`config.mk`:
```
export PLATFORM = sky130hd
export DESIGN_NAME = lcd_multiline_ctrl
export DESIGN_NICKNAME = d
export VERILOG_FILES = /design/src/rtl/lcd_pkg.sv /design/src/rtl/lcd_xfer_engine.sv /design/src/rtl/lcd_multiline_ctrl.sv
export SDC_FILE = /design/constraint.sdc
export NUM_CORES = 1
export LEC_CHECK = 0
export ABC_AREA = 1
export BUFFER_PORTS_ARGS = -buffer_cell sky130_fd_sc_hd__buf_4
export CAP_MARGIN = 20
export CORE_AREA = 2 2 216 218
export DETAILED_ROUTE_END_ITERATION = 6
export DIE_AREA = 0 0 218 220
export GPL_TIMING_DRIVEN = 0
export PLACE_DENSITY = 0.67
export SYNTH_ARGS = -nofsm -noshare
export SYNTH_HDL_FRONTEND = slang
export SYNTH_SLANG_ARGS = --single-unit
```
`constraint.sdc`:
```
create_clock -name clk -period 3.3 [get_ports clk]
set_input_delay 0.495 -clock clk [delete_from_list [all_inputs] [get_ports clk]]
set_output_delay 0.495 -clock clk [all_outputs]
set_load 0.05 [all_outputs]
```
`src/rtl/lcd_pkg.sv`:
```
// lcd_pkg: shared FSM states, HD44780 command constants and the power-up init ROM
package lcd_pkg;
  typedef enum logic [2:0] {S_PWRUP, S_INIT, S_IDLE, S_SNAP, S_ADDR, S_CHAR, S_DONE} lcd_state_t;
  typedef enum logic [2:0] {X_IDLE, X_SETUP, X_EHI, X_HOLD, X_WAIT} xfer_state_t;
  typedef enum logic [1:0] {W_CMD, W_CMD3, W_CLR, W_CLR3} wait_sel_t;
  typedef struct packed {
    logic [7:0] code;
    logic       is_nibble;
    wait_sel_t  wait_sel;
  } init_step_t;
  localparam logic [7:0] CMD_CLEAR = 8'h01;
  localparam logic [7:0] CMD_ENTRY = 8'h06;
  localparam logic [7:0] CMD_DISP_OFF = 8'h08;
  localparam logic [7:0] CMD_DISP_ON = 8'h0C;
  localparam logic [7:0] CMD_SET_DDRAM = 8'h80;
  localparam logic [7:0] FUNC_SET = 8'h20;
  localparam logic [7:0] FS_DL = 8'h10;
  localparam logic [7:0] FS_N = 8'h08;
  localparam logic [7:0] WAKE = 8'h30;
  localparam logic [6:0] DDRAM_BASE [4] = '{7'h00, 7'h40, 7'h14, 7'h54};
  // 8-bit panels skip the 0x2 "switch to 4-bit" nibble, so their step 3 maps onto ROM entry 4
  function automatic init_step_t init_rom(input int idx, input int bus_w, input int lines);
    int k;
    logic [7:0] fs;
    k = (bus_w == 8 && idx >= 3) ? idx + 1 : idx;
    fs = FUNC_SET | (bus_w == 8 ? FS_DL : 8'h00) | (lines > 1 ? FS_N : 8'h00);
    case (k)
      0: return '{WAKE, 1'b1, W_CLR3};
      1: return '{WAKE, 1'b1, W_CMD3};
      2: return '{WAKE, 1'b1, W_CMD};
      3: return '{FUNC_SET, 1'b1, W_CMD};
      4: return '{fs, 1'b0, W_CMD};
      5: return '{CMD_DISP_OFF, 1'b0, W_CMD};
      6: return '{CMD_CLEAR, 1'b0, W_CLR};
      7: return '{CMD_ENTRY, 1'b0, W_CMD};
      default: return '{CMD_DISP_ON, 1'b0, W_CMD};
    endcase
  endfunction
endpackage

```
`src/rtl/lcd_xfer_engine.sv`:
```
// lcd_xfer_engine: strobes one byte (or a lone high nibble) onto the LCD bus, then waits out its execution time
module lcd_xfer_engine
  import lcd_pkg::*;
#(
  parameter int BUS_W = 4,
  parameter int CMD_CYC = 2000,
  parameter int CLR_CYC = 82000,
  parameter int SETUP_CYC = 2,
  parameter int E_CYC = 12,
  parameter int CW = 20
) (
  input  logic             clk,
  input  logic             rst,
  input  logic             i_start,
  input  logic             i_rs,
  input  logic [7:0]       i_byte,
  input  logic             i_nib,
  input  wait_sel_t        i_wsel,
  output logic             o_idle,
  output logic             o_done,
  output logic             o_e,
  output logic             o_rs,
  output logic [BUS_W-1:0] o_db
);
  xfer_state_t r_st, w_st_n;
  logic [CW-1:0] r_cnt, r_wait, w_lim, w_wait;
  logic [7:0] r_byte, w_sel;
  logic r_rs, r_nib, r_lo, r_e, w_last, w_split;
  always_comb begin
    w_lim = r_st == X_SETUP ? CW'(SETUP_CYC) : r_st == X_EHI ? CW'(E_CYC) : r_st == X_WAIT ? r_wait : CW'(1);
    w_last = r_cnt == w_lim - 1'b1;
    w_split = BUS_W == 4 && !r_nib && !r_lo;
    w_wait = i_wsel == W_CLR3 ? CW'(3 * CLR_CYC) : i_wsel == W_CLR ? CW'(CLR_CYC) :
             i_wsel == W_CMD3 ? CW'(3 * CMD_CYC) : CW'(CMD_CYC);
    w_sel = BUS_W == 8 ? r_byte : {4'h0, r_lo ? r_byte[3:0] : r_byte[7:4]};
    w_st_n = r_st;
    case (r_st)
      X_IDLE: w_st_n = i_start ? X_SETUP : X_IDLE;
      X_SETUP: w_st_n = w_last ? X_EHI : X_SETUP;
      X_EHI: w_st_n = w_last ? X_HOLD : X_EHI;
      X_HOLD: w_st_n = w_split ? X_SETUP : X_WAIT;
      X_WAIT: w_st_n = w_last ? X_IDLE : X_WAIT;
      default: w_st_n = X_IDLE;
    endcase
  end
  always_ff @(posedge clk) begin
    if (!rst) begin
      r_st <= X_IDLE;
      r_cnt <= '0;
      r_wait <= '0;
      r_byte <= '0;
      r_rs <= 1'b0;
      r_nib <= 1'b0;
      r_lo <= 1'b0;
      r_e <= 1'b0;
    end else begin
      r_st <= w_st_n;
      r_cnt <= w_st_n == r_st ? r_cnt + 1'b1 : '0;
      r_e <= w_st_n == X_EHI;
      if (r_st == X_IDLE && i_start) begin
        r_rs <= i_rs;
        r_byte <= i_byte;
        r_nib <= i_nib;
        r_lo <= 1'b0;
        r_wait <= w_wait;
      end else if (r_st == X_HOLD && w_split) r_lo <= 1'b1;
    end
  end
  assign o_idle = r_st == X_IDLE;
  assign o_done = r_st == X_WAIT && w_last;
  assign o_e = r_e;
  assign o_rs = r_rs;
  assign o_db = w_sel[BUS_W-1:0];
endmodule

```
`src/rtl/lcd_multiline_ctrl.sv`:
```
// lcd_multiline_ctrl: HD44780 controller; runs power-up init, then copies a snapshot of
// an N-line text buffer into DDRAM on request, queueing one refresh if asked while busy.
module lcd_multiline_ctrl
  import lcd_pkg::*;
#(
  parameter int NUM_LINES = 2,
  parameter int LINE_CHARS = 16,
  parameter int BUS_W = 4,
  parameter int PWRUP_CYC = 750000,
  parameter int CMD_CYC = 2000,
  parameter int CLR_CYC = 82000,
  parameter int SETUP_CYC = 2,
  parameter int E_CYC = 12
) (
  input  logic                               clk,
  input  logic                               rst,
  input  logic [NUM_LINES*LINE_CHARS*8-1:0]  line_data,
  input  logic                               update,
  output logic                               ready,
  output logic                               busy,
  output logic                               lcd_e,
  output logic                               lcd_rs,
  output logic                               lcd_rw,
  output logic [BUS_W-1:0]                   lcd_db
);
  localparam int NCH = NUM_LINES * LINE_CHARS;
  localparam int TOT = NCH * 8;
  localparam int IW = $clog2(NCH);
  localparam int LW = NUM_LINES > 1 ? $clog2(NUM_LINES) : 1;
  localparam int CHW = $clog2(LINE_CHARS);
  localparam int NSTEP = BUS_W == 4 ? 9 : 8;
  localparam int MAXW = PWRUP_CYC > 3 * CLR_CYC ? PWRUP_CYC : 3 * CLR_CYC;
  localparam int CW = $clog2(MAXW + 1);
  if (BUS_W != 4 && BUS_W != 8) begin : g_bad_bus
    $error("lcd_multiline_ctrl: BUS_W must be 4 or 8");
  end
  if (NUM_LINES < 1 || NUM_LINES > 4) begin : g_bad_lines
    $error("lcd_multiline_ctrl: NUM_LINES must be 1..4");
  end
  lcd_state_t r_state, w_state_n;
  logic [CW-1:0] r_cnt;
  logic [3:0] r_step;
  logic [LW-1:0] r_line;
  logic [CHW-1:0] r_char;
  logic [IW-1:0] r_idx;
  logic [TOT-1:0] r_buf;
  logic r_pend;
  init_step_t w_step;
  wait_sel_t w_wsel;
  logic [7:0] w_byte;
  logic [7:0] w_chars [NCH];
  logic w_done, w_idle, w_start, w_rs, w_nib, w_kick, w_cap;
  logic w_last_step, w_last_char, w_last_line;
  for (genvar g = 0; g < NCH; g++) begin : g_ch
    assign w_chars[g] = r_buf[TOT-1-g*8 -: 8];
  end
  always_comb begin
    w_step = init_rom(int'(r_step), BUS_W, NUM_LINES);
    w_last_step = r_step == 4'(NSTEP - 1);
    w_last_char = r_char == CHW'(LINE_CHARS - 1);
    w_last_line = r_line == LW'(NUM_LINES - 1);
    w_kick = r_pend | update;
    w_start = w_idle && (r_state == S_INIT || r_state == S_ADDR || r_state == S_CHAR);
    w_rs = r_state == S_CHAR;
    w_nib = r_state == S_INIT && w_step.is_nibble;
    w_wsel = r_state == S_INIT ? w_step.wait_sel : W_CMD;
    w_byte = r_state == S_INIT ? w_step.code :
             r_state == S_ADDR ? CMD_SET_DDRAM | {1'b0, DDRAM_BASE[r_line]} : w_chars[r_idx];
    w_state_n = r_state;
    case (r_state)
      S_PWRUP: w_state_n = r_cnt == CW'(PWRUP_CYC - 1) ? S_INIT : S_PWRUP;
      S_INIT: w_state_n = !(w_done && w_last_step) ? S_INIT : w_kick ? S_SNAP : S_IDLE;
      S_IDLE: w_state_n = update ? S_SNAP : S_IDLE;
      S_SNAP: w_state_n = S_ADDR;
      S_ADDR: w_state_n = w_done ? S_CHAR : S_ADDR;
      S_CHAR: w_state_n = !(w_done && w_last_char) ? S_CHAR : w_last_line ? S_DONE : S_ADDR;
      S_DONE: w_state_n = w_kick ? S_SNAP : S_IDLE;
      default: w_state_n = S_PWRUP;
    endcase
    w_cap = w_state_n == S_SNAP && r_state != S_SNAP;
  end
  always_ff @(posedge clk) begin
    if (!rst) begin
      r_state <= S_PWRUP;
      r_cnt <= '0;
      r_step <= '0;
      r_line <= '0;
      r_char <= '0;
      r_idx <= '0;
      r_buf <= '0;
      r_pend <= 1'b0;
    end else begin
      r_state <= w_state_n;
      r_cnt <= r_state == S_PWRUP ? r_cnt + 1'b1 : '0;
      // requests seen while busy collapse into one queued refresh, consumed when it is launched
      r_pend <= w_cap ? 1'b0 : r_pend | (update && r_state != S_IDLE);
      if (w_cap) r_buf <= line_data;
      if (r_state == S_INIT && w_done) r_step <= r_step + 1'b1;
      if (r_state == S_SNAP) begin
        r_line <= '0;
        r_char <= '0;
        r_idx <= '0;
      end else if (r_state == S_CHAR && w_done) begin
        r_idx <= r_idx + 1'b1;
        r_char <= w_last_char ? '0 : r_char + 1'b1;
        if (w_last_char) r_line <= r_line + 1'b1;
      end
    end
  end
  lcd_xfer_engine #(
    .BUS_W(BUS_W), .CMD_CYC(CMD_CYC), .CLR_CYC(CLR_CYC),
    .SETUP_CYC(SETUP_CYC), .E_CYC(E_CYC), .CW(CW)
  ) u_xfer (
    .clk(clk), .rst(rst), .i_start(w_start), .i_rs(w_rs), .i_byte(w_byte),
    .i_nib(w_nib), .i_wsel(w_wsel), .o_idle(w_idle), .o_done(w_done),
    .o_e(lcd_e), .o_rs(lcd_rs), .o_db(lcd_db)
  );
  assign ready = r_state == S_IDLE;
  assign busy = r_state != S_IDLE;
  assign lcd_rw = 1'b0;
endmodule

```
==> results of run 1 <==
logic make-up (layout without fill, tap and decap cells):
group	count (synthesis)	in the layout	share of synthesized area, %
simple gates	1300	1300	30.2
flops	344	344	38.0
buf+inv	567	911	13.8
fa+ha+maj	9	9	0.621
other cells	1	1	0.0207
compound gates	553	553	16.4
xor+xnor	18	18	0.870
layer usage:
metal | vias to the layer above | track usage [%] | share of wire [%]
met5 | - | 0 | 0.012
met4 | 2 | 11.4 | 4.1
met3 | 166 | 3.62 | 6.0
met2 | 725 | 45.6 | 47
met1 | 9022 | 33.9 | 43
li1 | 9634 | - | -
path summary, 6_finish.rpt:
path | slack [ps] | cells past startpoint | end | startpoint
min reg2reg | 460 | 1 | r_cnt[0] | r_cnt[0]
max reg2reg | 170 | 19 | r_buf[155] | u_xfer.r_st[0]
max | 170 | 19 | r_buf[155] | u_xfer.r_st[0]
min | 260 | 5 | r_buf[57] | line_data[57]
layout make-up:
type                    instances  area [µm²]  area share (%)
multi-input cells            1881        8900            39.3
clock buffers                  55        1170            5.15
inverters                     360        1350            5.97
well taps                     607         759            3.35
repair buffers                273        2050            9.02
flip-flops and latches        344        6890            30.4
plain buffers                 207        1270            5.62
clock inverters                16         279            1.23
stage by stage:
step | hold slack, ps | power (mW) | cells | utilization [%] | setup slack (ps)
after floorplan | 418 | 4.48 | 2792 | - | 827
after global placement | 427 | 4.82 | 3665 | 45.5 | 9.40
after detailed placement | 455 | 4.82 | 3665 | 45.5 | -24.7
after CTS | 245 | 9.61 | 3736 | 48.7 | 13.1
after global routing | 269 | 9.84 | 3743 | 49.5 | -21.7
final | 257 | 9.58 | 3743 | 49.5 | 167
cell usage after synthesis (7+ instances only):
library cell	n	area, µm²
buf_4	33	248
nand3_1	323	1620
o22ai_1	39	244
nor3_1	16	80.1
o211ai_1	10	75.1
dfxtp_1	344	6890
o221ai_1	27	236
a31oi_1	7	43.8
ha_1	9	113
buf_6	24	270
inv_1	356	1340
a21oi_1	296	1480
buf_2	62	310
nor2_1	485	1820
o21ai_0	167	836
clkbuf_1	86	323
nand4_1	30	188
nand2_1	422	1580
xor2_1	14	123
flip-flops by register name, summed over array words and instances, names as in the netlist, named ones only:
| register | flops |
|---|---|
| u_xfer.r_lo | 1 |
| r_idx | 5 |
| r_cnt | 20 |
| r_buf | 256 |
| r_pend | 1 |
| u_xfer.r_cnt | 20 |
| u_xfer.r_nib | 1 |
| u_xfer.r_wait | 7 |
| u_xfer.r_byte | 8 |
| u_xfer.o_e | 1 |
| r_line | 1 |
| u_xfer.r_st | 3 |
| r_char | 4 |
| r_state | 3 |
| r_step | 4 |
| u_xfer.o_rs | 1 |
critical path, stage by stage (launching register included):
cell,delay [ps]
dfxtp_4,370
nor2_4,200
nand4_4,190
nor2_4,270
nand2_2,100
nand2_1,70
nand2_1,70
clkinv_1,50
nand4_1,90
nor2_2,210
nand2_2,120
nor2_4,150
nand2_1,70
nand2_1,110
nand3_4,120
buf_6,170
buf_6,170
clkbuf_4,200
a21oi_1,190
nor2_1,70
power by group:
group	switching (mW)	internal [mW]
combinational	0.287	0.282
sequential	0.00638	4.16
clock	1.82	3.03
what timing repair did:
item,in CTS,in global routing
setup buffers,0,5
pin swaps,0,4
gates cloned,0,2
gates resized for setup,3,90
setup endpoints to repair,174,269
==> impl_metrics.csv, run 1 <==
group,metric,value,unit
clock_network,clk_latency,560,ps
clock_network,clk_path_buf_depth,3,
synth,synth_area,0.0181,mm²
clock_network,clock_sinks,344,
clock_network,cts_buffers,39,
flow_run,maxCapViolations,0,
finish,layout-drive-gt1-share,16.5,%
detailed_routing,drt-pass1-iter-count,7,
sta,slew_headroom,36.4,%
outcome,violations,"design-rule violations",
power,peakVddDrop,0.348,mV
clock_network,cts_hold_buf,0,
synth,async_reset_ff_share,0,%
min_path,hp-class,"in2reg",
placed_design,routabilityCongestion,0.989,
setup_path,cp.arrival,3570,ps
setup_path,cp_max_fo,10,
global_routing,grt_pass1_wl,99.9,mm
sta,hold_viol_final,0,
sta,drv_slew,0,
finish,nFillCells,4747,
finish,layout_common_cells,"nor2_1, nand2_1, inv_1",
synth,syn_avg_cell_area,6.49,µm²
clock_network,cts_root_buf,"clkbuf_16",
finish,fin_area,0.0227,mm²
sta,finalCritPeriodShare,94.9,%
sta,tightest_slew,954,ps
detailed_routing,postRouteAntennaNets,0,
finish,n_antenna_cell,0,
sta,period_minus_slack,3130,ps
sta,tns,0,ps
global_routing,grtUsageTotal,26.8,%
placed_design,numPortBuffers,266,
sta,setup_violations,0,
die,dieArea,0.0480,mm²
setup_path,start_kind,"register",
die,die_y,220,µm
synth,ys_warn_count,0,
synth,synth.distinct_cells,41,
setup_path,crit_type,"reg2reg",
synth,synth-edff-count,0,
global_routing,grt_max_degree,14,
synth,ys_seq_area_share,38.0,%
placed_design,dp_hpwl,51.5,mm
finish,syn2layout_area_growth,25.1,%
synth,synthesis.nets,3060,
detailed_routing,vias,19500,
global_routing,antenna_found_initial,1,
detailed_routing,vias_per_cell,5.22,
detailed_routing,drc,3,
detailed_routing,wl,66.6,mm
die,die_w,218,µm
detailed_routing,wl_per_cell,17.8,µm
die,rows,79,
die,core_area,0.0459,mm²
finish,fin_nets,3374,
clock_network,h-tree-depth,2,
global_routing,grt_overflow,0,
sta,rsz0062_at_grt,"yes",
setup_path,critPathCaptureType,"register",
synth,ys_seq_elements,344,
global_routing,first_global_vias,18600,
power,power_leakage,10.4,nW
clock_network,path_clk_slew,60,ps
power,p_per_area,422,mW/mm²
sta,max_freq,0.319,GHz
outcome,outcome,"complete, but fails checks",
die,start_util,39.5,%
setup_path,cp.required,3730,ps
finish,final_common_cell,"nor2_1",
synth,ys.flop_type,"dfxtp_1",
clock_network,cts_tree,"yes",
sta,finClkSkew,24.9,ps
die,ios,268,
detailed_routing,drtIter0Drc,1680,
placed_design,placed_area,0.0209,mm²
synth,netlist_instances,2792,
(Power assumes the default switching activity.)
==> run 2: changes to the inputs <==
--- a/config.mk
+++ b/config.mk
@@ -6,13 +6,15 @@
 export NUM_CORES = 1
 export LEC_CHECK = 0
 export ABC_AREA = 1
-export BUFFER_PORTS_ARGS = -buffer_cell sky130_fd_sc_hd__buf_4
 export CAP_MARGIN = 20
 export CORE_AREA = 2 2 216 218
 export DETAILED_ROUTE_END_ITERATION = 6
 export DIE_AREA = 0 0 218 220
+export DONT_BUFFER_PORTS = 1
 export GPL_TIMING_DRIVEN = 0
-export PLACE_DENSITY = 0.67
+export MAX_ROUTING_LAYER = met4
+export PLACE_DENSITY = 0.62
+export REMOVE_ABC_BUFFERS = 1
 export SYNTH_ARGS = -nofsm -noshare
 export SYNTH_HDL_FRONTEND = slang
 export SYNTH_SLANG_ARGS = --single-unit
==> impl_metrics.csv, run 2 (same netlist as run 1, synthesis figures left out) <==
group,metric,value,unit
outcome,outcome,"completed",
global_routing,grt_pass1_wl,91.3,mm
sta,rsz0062_at_grt,"yes",
finish,fin_area,0.0217,mm²
min_path,hold_start,"rst",
finish,n_antenna_cell,0,
detailed_routing,wl,61.8,mm
power,peakVddDrop,0.284,mV
finish,syn2layout_area_growth,19.6,%
placed_design,dp_worst_setup_slack,-1200,ps
power,p_per_area,410,mW/mm²
clock_network,clock_sinks,344,
min_path,hp-class,"in2reg",
die,die_w,218,µm
sta,finalCritPeriodShare,97.0,%
setup_path,path_delay_family,"simple AND/OR/NAND/NOR gates",
placed_design,numPortBuffers,0,
global_routing,antenna_found_initial,1,
detailed_routing,postRouteAntennaNets,0,
clock_network,cts_root_buf,"clkbuf_16",
sta,hold_viol_final,0,
setup_path,r2r_slack,100,ps
placed_design,placed_area,0.0184,mm²
setup_path,worstReg2RegEnd,"r_buf[55]",
die,rows,79,
setup_path,cp_max_fo,14,
power,p_seq_share,46.9,%
clock_network,cts_tree,"yes",
setup_path,cp.required,3740,ps
power,p_sw_share,22.2,%
finish,final_common_cell,"nor2_1",
global_routing,first_global_vias,16800,
power,internal-power,6.91,mW
power,pwr-share-clk,50.3,%
setup_path,slowest_delay,360,ps
detailed_routing,drc,0,
power,power_leakage,9.41,nW
die,core_area,0.0459,mm²
sta,period_minus_slack,3200,ps
sta,finClkSkew,20.0,ps
clock_network,cts_buffers,40,
setup_path,crit_type,"reg2reg",
sta,finalWorstSetupSlack,100,ps
clock_network,h-tree-depth,2,
clock_network,path_clk_slew,60,ps
setup_path,crit_path_top_delay_cell,"dfxtp_4",
detailed_routing,vias_per_cell,5.44,
sta,setup_violations,0,
setup_path,r2r_cells,22,
clock_network,cts_hold_buf,0,
sta,drv_slew,0,
sta,slew_headroom,21.1,%
setup_path,start_kind,"register",
placed_design,routabilityCongestion,0.858,
global_routing,grt_max_degree,282,
setup_path,path_cells,"nor2_4 > buf_4 > buf_4 > o211ai_2 > nand2_1 > nand2_1 > nand3_1 > nand3_1 > nor2_2 > nand2_1 > nor2_4 > buf_4 > nand3_4 > nor2_4 > nor2_4 > nand3_4 > buf_6 > buf_4 > buf_6 > nand3_1 > nand2_1 > nor2_1",
finish,layout_common_cells,"nor2_1, nand2_1, inv_1",
power,power.switching,1.97,mW
finish,fin_nets,3039,
setup_path,cp.arrival,3640,ps
finish,regMostFlops,"r_buf",
detailed_routing,vias,18500,
flow_run,maxCapViolations,0,
global_routing,grt_overflow,0,
finish,largestRegisters,"r_buf (256), r_cnt (20), u_xfer.r_cnt (20)",
setup_path,crit_buf_inv,6,
die,start_util,39.5,%
detailed_routing,drtIter0Drc,1453,
setup_path,reg2reg_from,"u_xfer.r_st[0]",
clock_network,clk_latency,560,ps
sta,max_freq,0.313,GHz
die,die_y,220,µm
clock_network,clk_path_buf_depth,3,
finish,layout-drive-gt1-share,9.68,%
finish,largest_register_ffs,256,
die,ios,268,
detailed_routing,wl_per_cell,18.2,µm
min_path,hold_path_end,"r_buf[100]",
sta,tightest_slew,1180,ps
setup_path,critPathCaptureType,"register",
placed_design,dp_hpwl,33.8,mm
die,dieArea,0.0480,mm²
min_path,hold_depth,2,
detailed_routing,drt-pass1-iter-count,5,
power,power_frac_comb,2.9,%
global_routing,grtUsageTotal,24.6,%
[run 2: cell types whose count changed in the layout (fill, tap and decap cells not counted), sizes merged]
| cell | delta |
|---|---|
| buf | -258 |
| bufbuf | +10 |
| bufinv | -4 |
| clkbuf | -92 |
| clkinv | +4 |
| inv | -1 |
| nand3 | +2 |
| nand4 | +1 |
| o21ai | +1 |
[run 2: worst max path at each step]
| stage | from | cells past startpoint | endpoint |
|---|---|---|---|
| floorplan | r_state[1] | 3 | r_pend |
| detailed placement | u_xfer.r_st[2] | 20 | r_buf[65] |
| global placement | r_state[1] | 5 | r_buf[218] |
| global route | u_xfer.r_st[0] | 22 | r_buf[17] |
| CTS | u_xfer.r_st[0] | 22 | r_buf[14] |
| finish | u_xfer.r_st[0] | 22 | r_buf[55] |
[run 2: area by class of cell]
cell class	count	area, µm²
repair buffers	140	2380
clock inverters	15	159
multi-input cells	1885	8960
fillers	4725	24200
clock buffers	55	1150
flip-flops and latches	344	6910
inverters	360	1360
well taps	607	759
[run 2: worst reg2reg max path: stages (launching register included)]
cell and delay [ps]:
dfxtp_4 360, nor2_4 110, buf_4 160, buf_4 120
o211ai_2 130, nand2_1 180, nand2_1 90, nand3_1 80
nand3_1 90, nor2_2 110, nand2_1 100, nor2_4 130
buf_4 130, nand3_4 110, nor2_4 180, nor2_4 70
nand3_4 190, buf_6 150, buf_4 170, buf_6 190
nand3_1 130, nand2_1 80, nor2_1 40
[run 2: timing repair]
item / CTS / global route
pin swaps: 7 / 14
endpoints found under the setup margin: 284 / 283
gates resized for setup: 34 / 53
gates cloned: 27 / 17
buffers inserted: 43 / 32
[run 2: metal layers]
metal | wire, µm | vias to the layer above | global-route usage, %
li1 | - | 8997 | -
met1 | 27200 | 8788 | 31.6
met2 | 29000 | 658 | 39.9
met3 | 3780 | 102 | 2.98
met4 | 1790 | 0 | 8.53
met5 | 0 | - | -
[run 2: per-stage QoR]
step / TNS (ps) / instances / power [mW] / utilization, % / hold WS, ps
final: 0 / 3406 / 8.88 / 47.3 / 80.4
after global placement: -5821400 / 3192 / 4.49 / 38.6 / 428
after floorplan: -3758720 / 2585 / 4.44 / - / 418
after global routing: -5960 / 3406 / 9.17 / 47.3 / 93.5
after CTS: 0 / 3358 / 8.96 / 45.6 / 57.1
after detailed placement: -224950 / 3220 / 4.49 / 40.1 / 456
[run 2: power by group through the flow]
stage               combinational (mW)  clock, mW  sequential, mW
finish                           0.254       4.47            4.16
global route                     0.288       4.73            4.16
CTS                              0.242       4.56            4.16
detailed placement               0.237          0            4.26
global placement                 0.234          0            4.26
floorplan                        0.181          0            4.26
